===== src/rtl/elevator_call_arbiter.sv =====
// SCAN-policy call arbiter for a 4-floor elevator: latches call buttons and hands target floors
// to the controller over a valid/ack handshake. Optional debounce via `define CALL_DEBOUNCE_EN.
module elevator_call_arbiter #(
    parameter int unsigned SYNC_STAGES = 2
`ifdef CALL_DEBOUNCE_EN
    ,
    parameter int unsigned DB_CYCLES = 8
`endif
) (
    input  logic       clk,
    input  logic       rst_n,
    input  logic [3:0] btn,
    input  logic       req_ack,
    output logic [1:0] R,
    output logic       req_valid,
    output logic [3:0] pending,
    output logic       dir_up
);
    typedef enum logic [1:0] {StIdle, StSel, StWait} state_e;

    logic [SYNC_STAGES-1:0][3:0] r_sync;
    logic [3:0]                  w_level;
    logic [3:0]                  r_prev;
    logic [3:0]                  w_rise;
    state_e                      r_state, w_state_next;
    logic [3:0]                  r_pending, w_pending_next;
    logic [1:0]                  r_target, w_target_next;
    logic [1:0]                  r_cur_floor, w_cur_next;
    logic                        r_valid, w_valid_next;
    logic                        r_dir_up, w_dir_next;
    logic                        w_handshake;
    logic [1:0]                  w_above, w_below, w_pick;
    logic                        w_has_above, w_has_below, w_pick_dir;

    always_ff @(posedge clk or negedge rst_n) begin
        if (!rst_n) begin
            r_sync <= '0;
        end else begin
            r_sync <= {r_sync[SYNC_STAGES-2:0], btn};
        end
    end

`ifdef CALL_DEBOUNCE_EN
    localparam int unsigned CntW = $clog2(DB_CYCLES + 1);

    logic [3:0][CntW-1:0] r_db_cnt;
    logic [3:0]           r_filt;

    // Counter tracks consecutive cycles the synchronized level disagrees with the filtered one.
    always_ff @(posedge clk or negedge rst_n) begin
        if (!rst_n) begin
            r_db_cnt <= '0;
            r_filt   <= '0;
        end else begin
            for (int i = 0; i < 4; i++) begin
                if (r_sync[SYNC_STAGES-1][i] == r_filt[i]) begin
                    r_db_cnt[i] <= '0;
                end else if (r_db_cnt[i] == CntW'(DB_CYCLES - 1)) begin
                    r_db_cnt[i] <= '0;
                    r_filt[i]   <= r_sync[SYNC_STAGES-1][i];
                end else begin
                    r_db_cnt[i] <= r_db_cnt[i] + CntW'(1);
                end
            end
        end
    end

    assign w_level = r_filt;
`else
    assign w_level = r_sync[SYNC_STAGES-1];
`endif

    always_ff @(posedge clk or negedge rst_n) begin
        if (!rst_n) begin
            r_prev <= '0;
        end else begin
            r_prev <= w_level;
        end
    end

    assign w_rise      = w_level & ~r_prev;
    assign w_handshake = r_valid & req_ack;

    // Nearest pending floor strictly above / below the current floor.
    always_comb begin
        w_has_above = 1'b0;
        w_above     = r_cur_floor;
        w_has_below = 1'b0;
        w_below     = r_cur_floor;
        for (int f = 3; f >= 0; f--) begin
            if (f > int'(r_cur_floor) && r_pending[f]) begin
                w_has_above = 1'b1;
                w_above     = 2'(f);
            end
        end
        for (int f = 0; f < 4; f++) begin
            if (f < int'(r_cur_floor) && r_pending[f]) begin
                w_has_below = 1'b1;
                w_below     = 2'(f);
            end
        end
    end

    always_comb begin
        w_pick     = r_cur_floor;
        w_pick_dir = r_dir_up;
        if (!r_pending[r_cur_floor]) begin
            if (r_dir_up) begin
                if (w_has_above) begin
                    w_pick = w_above;
                end else if (w_has_below) begin
                    w_pick     = w_below;
                    w_pick_dir = 1'b0;
                end
            end else begin
                if (w_has_below) begin
                    w_pick = w_below;
                end else if (w_has_above) begin
                    w_pick     = w_above;
                    w_pick_dir = 1'b1;
                end
            end
        end
    end

    always_comb begin
        w_state_next   = r_state;
        w_target_next  = r_target;
        w_valid_next   = r_valid;
        w_dir_next     = r_dir_up;
        w_cur_next     = r_cur_floor;
        w_pending_next = r_pending | w_rise;
        // Arrival serves the floor, so a same-cycle press for it is dropped.
        if (w_handshake) begin
            w_pending_next[r_target] = 1'b0;
        end
        unique case (r_state)
            StIdle: begin
                if (r_pending != '0) begin
                    w_state_next = StSel;
                end
            end
            StSel: begin
                if (r_pending == '0) begin
                    w_state_next = StIdle;
                end else begin
                    w_target_next = w_pick;
                    w_dir_next    = w_pick_dir;
                    w_valid_next  = 1'b1;
                    w_state_next  = StWait;
                end
            end
            StWait: begin
                if (w_handshake) begin
                    w_valid_next = 1'b0;
                    w_cur_next   = r_target;
                    w_state_next = (w_pending_next != '0) ? StSel : StIdle;
                end
            end
            default: begin
                w_valid_next = 1'b0;
                w_state_next = StIdle;
            end
        endcase
    end

    always_ff @(posedge clk or negedge rst_n) begin
        if (!rst_n) begin
            r_state     <= StIdle;
            r_pending   <= '0;
            r_target    <= '0;
            r_valid     <= 1'b0;
            r_dir_up    <= 1'b1;
            r_cur_floor <= '0;
        end else begin
            r_state     <= w_state_next;
            r_pending   <= w_pending_next;
            r_target    <= w_target_next;
            r_valid     <= w_valid_next;
            r_dir_up    <= w_dir_next;
            r_cur_floor <= w_cur_next;
        end
    end

    assign R         = r_target;
    assign req_valid = r_valid;
    assign pending   = r_pending;
    assign dir_up    = r_dir_up;

endmodule


===== config.mk =====
export PLATFORM = sky130hd
export DESIGN_NAME = elevator_call_arbiter
export DESIGN_NICKNAME = d
export VERILOG_FILES = /design/src/rtl/elevator_call_arbiter.sv
export SDC_FILE = /design/constraint.sdc
export NUM_CORES = 1
export LEC_CHECK = 0
export CAP_MARGIN = 20
export CORE_ASPECT_RATIO = 1.1
export CORE_UTILIZATION = 30
export CTS_CLUSTER_DIAMETER = 150
export DETAILED_ROUTE_END_ITERATION = 6
export GPL_ROUTABILITY_DRIVEN = 0
export MAX_ROUTING_LAYER = met4
export PLACE_DENSITY_LB_ADDON = 0.1
export SYNTH_ARGS = -nofsm -noshare
export SYNTH_HDL_FRONTEND = slang
export SYNTH_SLANG_ARGS = --single-unit
export TNS_END_PERCENT = 20

===== constraint.sdc =====
create_clock -name clk -period 2.3 [get_ports clk]
set_clock_uncertainty 0.15 [all_clocks]
set_input_delay 0.345 -clock clk [delete_from_list [all_inputs] [get_ports clk]]
set_output_delay 0.345 -clock clk [all_outputs]
set_load 0.05 [all_outputs]

## Word-level counts from Yosys, hierarchy flattened

Cells that the tools add are included.

| operators by class | value |
|---|---|
| bitwise gates (word level) | 9 |
| equal/unequal tests | 5 |
| order comparisons | 9 |
| multiplexer cells | 36 |
| reduce and logical (&&, ||, !) cells | 16 |

Operators with widths:

| kind | count |
|---|---|
| 2-bit two-way mux | 15 |
| 1-bit two-way mux | 16 |
| 4-bit AND | 2 |
| 4-bit NOT | 2 |
| 4-bit nonzero test | 2 |
| 1-bit logical AND | 7 |
| 2-bit by 3-bit less-than comparator with 1-bit output (second input constant) | 2 |
| 2-bit != test (second input constant) | 3 |
| 2-bit case mux with 3 select lines | 1 |
| 2-bit AND reduction | 3 |
| 3-bit AND reduction | 2 |
| 2-bit > comparator (first input constant) | 2 |
| 4-bit zero test | 1 |
| 1-bit by 2-bit less-than comparator with 1-bit output (first input constant) | 2 |
| 4-bit two-way mux | 1 |
| 4-bit bitwise OR | 1 |
| 1-bit NOT | 3 |
| 1-bit case mux with 3 select lines | 1 |
| 1-bit binary-select mux with 2-bit select | 1 |
| 1-bit demux with 2-bit select | 1 |
| 2-bit by 1-bit equality test with 1-bit output (second input constant) | 1 |
| 2-bit equality test (second input constant) | 1 |
| 2-bit by 1-bit greater-or-equal comparator with 1-bit output (second input constant) | 1 |
| 1-bit by 2-bit > comparator with 1-bit output (first input constant) | 1 |
| 3 further kinds | 3 |

| storage, ports and cells | value |
|---|---|
| bits in registers | 24 |
| input bits | 7 |
| word-level logic and storage cells | 84 |
| output and inout port bits | 8 |

## Logic depth before layout (Yosys ltp)

| depth | value |
|---|---|
| depth after elaboration | 11 |
| depth in mapped cells | 6 |
| mapped depth without buffers | 5 |

## Worst setup path before layout

No wires, ideal clock.

| timing | value |
|---|---|
| path type | reg2reg |
| start point | reg r_pending[2] (netlist: pending[2]) |
| end point | reg r_target[0] (netlist: R[0]) |
| data arrival time | 1.496 ns |
| library setup time | 0.133 ns |
| period minus slack after synthesis | 1.779 ns |
| path slack | 0.521 ns |
| buffers on the path | 1 |
| cell stages (with the launch flop) | 6 |
| required time | 2.017 ns |
| cell sequence | dfrtp_1 > buf_4 > nor4_4 > nand3b_4 > a2111oi_1 > a21oi_1 |

| on the way | value |
|---|---|
| longest elaborated chain between the ends | 7 |
| elaborated cells on any way between the ends | 19 |
| classes of those cells | mux: 14; bitwise: 1; reduce/logical: 4 |

RTL lines:

| item | RTL line | source |
|---|---|---|
| start: declaration | 26 | `logic [3:0] r_pending, w_pending_next;` |
| start signal: assignment | 177 | `r_pending <= w_pending_next;` |
| 1-bit logical AND | 91 | `if (f > int'(r_cur_floor) && r_pending[f]) begin` |
| 2-bit two-way mux / 1-bit two-way mux (equally long branches) (2 in series) | 91 |  |
| 2-bit two-way mux | 118 | `end else if (w_has_above) begin` |
| 2-bit two-way mux | 116 | `if (w_has_below) begin` |
| 2-bit two-way mux | 108 | `if (r_dir_up) begin` |
| 2-bit two-way mux | 107 | `if (!r_pending[r_cur_floor]) begin` |
| end signal: assignment | 178 | `r_target <= w_target_next;` |
| end: declaration | 27 | `logic [1:0] r_target, w_target_next;` |

Parallel ways exist; a longest one is shown, timed or not. The select of a mux whose other input is x is not followed.
A chain may end at the register's enable or synchronous reset.

## Worst setup path in the final report

| timing | value |
|---|---|
| start point | reg r_target[1] (netlist: R[1]) |
| end point | out R[1] |

RTL lines:

| item | RTL line | source |
|---|---|---|
| end: declaration | 14 | `output logic [1:0] R,` |

No word-level cell between the ends.

==> results.md <==
* Worst Hold Path Cells at 0
* CP max FO at 8
* CP startpoint kind: flip-flop
* Post-CTS setup buffer count at 0
* Compound-Gate Fraction of Synth Area at 20.6%
* Headroom to the max-slew limit at about two thirds
* Hold Startpoint: r_sync[1]
* Die area at 0.00402 mm²
* CTS Hold Bufs at 0
* Vias in the first global route at approximately 820
* I/O Pins at 15
* Post-Synthesis Cells at between 100 and 150
* Reg-to-Reg Start: r_cur_floor[0]
* Routed wire length at roughly 2400 µm
* Min cycle time layout at approximately 2200 ps
* FF+latch count, synth at 24
* Layout area overhead at 20.7%
* Clock transition at the registers of the reported paths at 80 ps
* P per Cell Area at between 1000 and 1500 mW/mm²
* Fin. Hold Viols at 0
* Antenna diode instance count at 0
* CP max stage cell: clkdlybuf4s50_1
* TritonRoute pass-1 iters at 4
* Hold/Removal Path Class: reg2reg
* Core Area at 0.00363 mm²
* Seq/Total Area, Yosys at 53.3%
* DRC viols at 0
* Required @ worst endpoint at 1800 ps
* Clock Root Buffer: clkbuf_8
* Delay-heaviest family, CP: buffers and inverters
* Clock Path Buffers at 2
* Synth Area in Adders at 0%
* Post-synthesis cell type count at 34
* Starting DRT DRC Count at 50
* WP buf/inv at 1
* Routed via count at 831
* Post-synth EDFFs at 0
* Worst path max stage delay at about 870 ps
* H-tree levels at 1
* R2r setup slk at slightly below 600 ps
* Status: finished, final reports clean
* Hold slack at 200 ps
* Yosys warning count at 0
* RSZ-0062 raised after global routing: no
* Clock Latency Late Sink at between 200 and 300 ps
* Worst vdd ir at 607 µV
* Final setup viols at 0
* Hold worst-path end: w_level[1]
* CP Class: reg2out
* Crit-path cells: clkdlybuf4s50_1
* LEAKAGE at 0.608 nW
* Dominant synthesized flop cell: dfrtp_1
* Share of synthesized flip-flops with an asynchronous set or reset at 100%
* Most frequent cells in the layout: 23 x dfrtp_1, 17 x a21oi_1, 14 x clkdlybuf4s50_1, 10 x nor2_1, 9 x inv_1
* Fmax at 463 MHz
* Number of cells on the worst reg-to-reg path at 4
* Max Slew Vio Count at 0
* Antenna Nets Post-Route at 0
* Setup TNS at 0 ps
* Commonest non-fill, non-tap cell in the layout: dfrtp_1
* Post-Synth Simple-Gate Area at 13.7%
* Nets at about 130
* # port buffers at 14
* Syn_area_per_cell at a little over 10 µm²
* Global route total overflow at 0
* Mapped Area at 0.00113 mm²
* Filler Cell Count at 381
* Post-synthesis mux area share at 3.99%
* CTS tree: done
* Die Width at a little over 60 µm
* Worst Setup End Kind: output port
* Reg2reg end: R[0]
* Post-CTS sizing at 0
* Die height at 66.4 µm
* Critical Path Source: R[1]
* DR vias/cell at 4.78
* Layout cells sized above 1 at 13.7%
* Core Rows at 23
* Initial Utilization at 31.2%
* Tightest Pin Transition at 497 ps
* Initial antenna violation count at 0
* Routed WL per cell at 13.6 µm
* Num CTS Buffers at 3
* Arrival time at the worst endpoint at between 1500 and 2000 ps
* XOR/XNOR Fraction of Synth Area at 0%
* Synthesized net count at 116
* Largest net degree at the start of global routing at 25
* Largest family of logic cells by synthesized area: compound AO/OA/AOI/OAI gates
* HPWL Detailed at 1700 µm
* Max-cap violations at 0
* First-pass GRT wire length at 4030 µm
* Tcrit/Tclk final at 93.8%
* Total Routing Usage GR at 14.5%
* Clk sinks at 24
==> per-stage QoR <==
stage | utilization (%) | cells | cell area, µm² | worst slack, ps | power, W
6_report | 37.6 | 174 | 1360 | 142 | 0.00192
5_1_grt | 37.6 | 174 | 1360 | 83.0 | 0.00206
4_1_cts | 37.6 | 174 | 1360 | 123 | 0.00194
3_5_place_dp | 36.1 | 170 | 1310 | 406 | 0.00165
3_3_place_gp | 36.1 | 170 | 1310 | 421 | 0.00165
2_1_floorplan | - | 109 | 1130 | 521 | 0.00140
==> power breakdown <==
group          switching [W]  internal [W]
combinational       0.000593      0.000355
clock               0.000128      0.000153
sequential          0.000167      0.000524
==> worst max path at each step <==
| stage | to | slack (ps) | cells after the start |
|---|---|---|---|
| detailed placement | r_cur_floor[1] | 410 | 4 |
| global route | pending[1] | 80 | 1 |
| global placement | r_cur_floor[1] | 420 | 4 |
| CTS | pending[1] | 120 | 1 |
| floorplan | R[0] | 520 | 5 |
| finish | R[1] | 140 | 1 |
==> registers in the layout, summed over array words and instances (netlist names) <==
register and count:
r_sync 4, R 2, r_cur_floor 2, dir_up 1, pending 4, w_level 4
req_valid 1, r_state 2, r_prev 4
==> kinds of logic (layout without fill, tap and decap cells) <==
logic type,after synthesis,after routing
simple gates,26,26
mux,4,4
buf+inv,18,33
flops,24,24
compound gates,37,37
==> Yosys cell counts (all sizes together) (2+ instances only) <==
cell | number | share of area [%]
dfrtp | 23 | 51
a21oi | 18 | 8.3
inv | 11 | 3.7
nor2 | 10 | 3.3
nand2 | 7 | 2.3
o21ai | 7 | 3.1
buf | 6 | 4.4
mux2i | 3 | 2.7
a21o | 2 | 1.3
nand2b | 2 | 1.1
nand3b | 2 | 2.4
o31ai | 2 | 1.3
==> per-layer routing <==
| metal | GRT usage [%] | vias up | share of wire (%) |
|---|---|---|---|
| met1 | 19.6 | 399 | 46 |
| li1 | - | 412 | - |
| met5 | - | - | 0 |
| met4 | 8.24 | 0 | 2.3 |
| met3 | 2.35 | 4 | 3.1 |
| met2 | 20.5 | 16 | 49 |
==> area by class of cell <==
cell class              instances  area [µm²]  area share [%]
flip-flops and latches         24         602            44.1
well taps                      50        62.6            4.59
inverters                      11        41.3            3.03
repair buffers                 18         170            12.5
multi-input cells              67         433            31.7
clock buffers                   4        55.1            4.04
Power figures use the tool's default switching activity.
